**config.mk**
```make
export PLATFORM = sky130hd
export DESIGN_NAME = usr_seq
export DESIGN_NICKNAME = d
export VERILOG_FILES = /design/src/rtl/usr_seq.sv
export SDC_FILE = /design/constraint.sdc
export NUM_CORES = 1
export LEC_CHECK = 0
export CAP_MARGIN = 20
export CORE_MARGIN = 3
export CORE_UTILIZATION = 39
export CTS_CLUSTER_DIAMETER = 80
export DETAILED_ROUTE_END_ITERATION = 10
export GPL_TIMING_DRIVEN = 0
export PLACE_DENSITY = 0.84
export SLEW_MARGIN = 20
export SYNTH_ARGS = -nofsm -noshare
export SYNTH_HDL_FRONTEND = slang
export SYNTH_SLANG_ARGS = --single-unit
```
**constraint.sdc**
```tcl
create_clock -name clk -period 1.3 [get_ports clk]
set_input_delay 0.195 -clock clk [delete_from_list [all_inputs] [get_ports clk]]
set_output_delay 0.195 -clock clk [all_outputs]
set_load 0.02 [all_outputs]
```
**src/rtl/usr_seq.sv**
```systemverilog
// usr_seq: command sequencer that loads, shifts and captures a universal shift register
module usr_seq #(
    parameter int WIDTH = 4,
    parameter int CNT_W = 3
) (
    input  logic             clk,
    input  logic             reset,
    input  logic             cmd_valid,
    output logic             cmd_ready,
    input  logic [WIDTH-1:0] cmd_data,
    input  logic             cmd_dir,
    input  logic [CNT_W-1:0] cmd_count,
    input  logic             abort,
    output logic [1:0]       usr_mode,
    output logic [WIDTH-1:0] usr_data,
    input  logic [WIDTH-1:0] usr_q,
    output logic             busy,
    output logic             done,
    output logic [WIDTH-1:0] result
);
    typedef enum logic [1:0] {S_IDLE, S_LOAD, S_SHIFT, S_CAPTURE} state_t;

    state_t           r_state, w_next;
    logic [WIDTH-1:0] r_data, r_result;
    logic [CNT_W-1:0] r_cnt;
    logic             r_dir, r_done;
    logic             w_accept;

    assign w_accept  = (r_state == S_IDLE) && cmd_valid && !abort;
    assign cmd_ready = (r_state == S_IDLE);
    assign busy      = (r_state != S_IDLE);
    assign usr_data  = r_data;
    assign done      = r_done;
    assign result    = r_result;

    // state register
    always_ff @(posedge clk or posedge reset) begin
        if (reset) r_state <= S_IDLE;
        else       r_state <= w_next;
    end

    // next-state and USR mode decode; abort returns to IDLE from any busy state
    always_comb begin
        w_next   = r_state;
        usr_mode = 2'b00;
        case (r_state)
            S_IDLE:    w_next = w_accept ? S_LOAD : S_IDLE;
            S_LOAD: begin
                usr_mode = 2'b11;
                w_next   = abort ? S_IDLE : (r_cnt != '0 ? S_SHIFT : S_CAPTURE);
            end
            S_SHIFT: begin
                usr_mode = r_dir ? 2'b10 : 2'b01;
                w_next   = abort ? S_IDLE : (r_cnt == CNT_W'(1) ? S_CAPTURE : S_SHIFT);
            end
            S_CAPTURE: w_next = S_IDLE;
            default:   w_next = S_IDLE;
        endcase
    end

    // command latch, shift countdown and result capture with done pulse
    always_ff @(posedge clk or posedge reset) begin
        if (reset) begin
            r_data   <= '0;
            r_dir    <= 1'b0;
            r_cnt    <= '0;
            r_result <= '0;
            r_done   <= 1'b0;
        end else begin
            r_done <= (r_state == S_CAPTURE) && !abort;
            if (w_accept) begin
                r_data <= cmd_data;
                r_dir  <= cmd_dir;
                r_cnt  <= cmd_count;
            end else if (r_state == S_SHIFT) begin
                r_cnt <= r_cnt - CNT_W'(1);
            end
            if (r_state == S_CAPTURE && !abort) r_result <= usr_q;
        end
    end
endmodule

```
==> reports/results.ini, run 1 <==
[routing]
antenna_left=0
routed_wl_um=2060
drc=0
viasPerCell=4.82
num_vias=617
dr.first_iter.drc_count=18
wl_per_cell_um=16.1
dr.pass1.iters=3

[grt]
grt_overflow_total=0
grt_busiest_layer=met2
first_global_vias=696
use_met1_pct=18.5
use_met2_pct=28.3
track_usage_pct=16.1
met3_usage_pct=4.08
grt_max_degree=16
grt_pass1_wl_um=3120
antenna_found_initial=0

[yosys]
syn_avg_cell_area_um2=12.9
yosysTopAreaCell=dfrtp_1
synth_area_leaders=dfrtp_1, ha_1, mux2_2, mux2_4, inv_1
yosys_register_bits=15
synth_area_um2=802
syn_inst=62
seq_area_frac_synth_pct=46.8
yosysWarnings=0
synth_top_area_share_pct=46.8
synth.distinct_cells=22
synth.net_count=86

[timing]
setup_viol=17
rsz0062_at_grt=yes
period_needed_ns=1.53
fmax_mhz=652
fin_skew_ns=0.00100
tightest_slew_ns=0.579
hold_viol=0
fin_crit_sh_pct=118
setup_slack_ns=-0.233
holdWs_ns=0.273
worst_slew_margin_rel_pct=61.3
slew_violations=0
final.setup.tns_ns=-1.74

[power]
p_leak_nw=0.634
p_per_area_nw_per_um2=935
ir_drop_uv=666

[clock_network]
clk_path_buf_depth=2
hold_buffers=0
cts.htree.levels=1
cts_root_buffer=clkbuf_4
cts_tree=yes
cts.clk_slew.worst_paths_ns=0.08
clock-sinks=15
clk_latency_ns=0.27
numCtsBuffers=3

[floorplanning]
ios=29
die_w_um=51.4
core_um2=1840
die_h_um=51.4
rows=15
start_util_pct=43.6
dieArea_um2=2640

[placed_design]
dp_slack_ns=-0.540
place_area_um2=1130
place_hpwl_um=1290
place.gp.congestion=0.732
port-buffer-count=28

[layout]
design_area_um2=1330
layout_commonest_cell=clkdlybuf4s50_1
nets=128
syn2layout_area_growth_pct=65.2
final_util_pct=72.0
final_layout_size_suffix_gt1_share_pct=44.7
layout_common_cells=clkdlybuf4s50_1, dfrtp_1, buf_6, dlygate4sd2_1, mux2_4
antennaDiodeCount=0
fillers=145

[setup_path]
critPathMaxFanout=3
critPathCapture=usr_mode[1]
timing.rr.end=usr_data[2]
reg2reg_slack_ns=-0.14
path_class=flop to output pin
cp.required_ns=1.11
worstRegToRegCells=6
cp-start-kind=flop
setup.worst_path.end_class=output pin
r2r_start=r_state[0]
crit_start=r_state[0]
worstPathArrival_ns=1.34

[job]
max_cap_violations=0

[worst_hold_path]
worst_hold_path_type=input port to asynchronous set/reset pin

[outcome]
violations=setup timing
status=complete, but fails checks

-- synthesized netlist by cell type --
cell type   n
dfrtp_1    15
ha_1        8
inv_1       7
mux2_2      6
mux2_4      4
nor2b_1     3
a31oi_1     2
and4bb_2    2
nand2b_1    2
a21bo_2     1
a21oi_1     1
a22oi_1     1
buf_2       1
buf_6       1
nand3b_1    1
nand3b_4    1
nor2_1      1
nor3_1      1
o21a_1      1
o22ai_1     1
or3_1       1
xor2_1      1
-- flip-flops by register name, indices dropped and copies added, names as in the netlist --
register	cells
result	4
usr_data	4
r_cnt	3
r_state	2
done	1
r_dir	1
-- cell type report --
class                      count  area [µm²]  area share, %
timing repair buffer          38         368           27.8
sequential                    15         377           28.4
clock buffer                   4        26.3           1.98
multi-input combinational     39         497           37.5
inverter                       7        26.3           1.98
tap                           25        31.3           2.36
-- critical path, stage by stage, from the launching register on --
cell	delay, ns
dfrtp_1	0.38
inv_2	0.07
buf_6	0.12
ha_4	0.25
nor2b_4	0.13
buf_6	0.12
-- metal layers --
layer / routed length [µm] / vias to the layer above
met4: 37 / 0
met1: 816 / 301
met5: 0 / -
met3: 88 / 4
met2: 1120 / 18
li1: - / 294
-- worst min path at each step --
stage | to | slack (ns) | startpoint
floorplan | done | 0.1 | reset
global placement | usr_data[3] | 0.49 | usr_data[3]
detailed placement | result[3] | 0.49 | result[3]
CTS | usr_data[0] | 0.28 | reset
global route | result[3] | 0.29 | reset
finish | usr_data[2] | 0.27 | reset
-- where the power goes --
group	switching (mW)	internal [mW]	total (mW)
sequential	0.0391	0.527	0.566
clock	0.136	0.119	0.254
combinational	0.185	0.233	0.418
total	0.359	0.879	1.24
-- metrics by stage --
stage                     total power [mW]  cells
after floorplan                      0.761     62
after global placement               0.908    115
after detailed placement             0.926    115
after CTS                             1.22    128
after global routing                  1.32    128
final                                 1.24    128
-- cell families (layout without fill, tap and decap cells) --
family	after synthesis	after routing	share of synthesized area (%)
and+or+nand+nor	12	13	12.3
AOI/OAI and AO/OA	7	7	6.08
muxes	10	10	15.9
DFF	15	15	46.8
adders and majority gates	8	8	12.5
buffers and inverters	9	49	5.30
xor gates and xnor gates	1	1	1.09
-- timing repair --
item                       CTS  global route
gates resized for setup     49             8
setup buffers                9             1
gates cloned                 1             0
setup endpoints to repair   19            17
pin swaps                    3             2
(Power assumes the default switching activity.)
==> run 2, diff against run 1 <==
--- a/config.mk
+++ b/config.mk
@@ -8,7 +8,6 @@
 export CAP_MARGIN = 20
 export CORE_MARGIN = 3
 export CORE_UTILIZATION = 39
-export CTS_CLUSTER_DIAMETER = 80
 export DETAILED_ROUTE_END_ITERATION = 10
 export GPL_TIMING_DRIVEN = 0
 export PLACE_DENSITY = 0.84
==> results of run 2 <==
Final layout, timing and power as in run 1 (identical DEF).
==> run 3, diff against run 2 <==
--- a/config.mk
+++ b/config.mk
@@ -10,6 +10,7 @@
 export CORE_UTILIZATION = 39
 export DETAILED_ROUTE_END_ITERATION = 10
 export GPL_TIMING_DRIVEN = 0
+export HOLD_SLACK_MARGIN = 0.02
 export PLACE_DENSITY = 0.84
 export SLEW_MARGIN = 20
 export SYNTH_ARGS = -nofsm -noshare
==> results of run 3 <==
Final layout, timing and power as in run 1 (identical DEF).
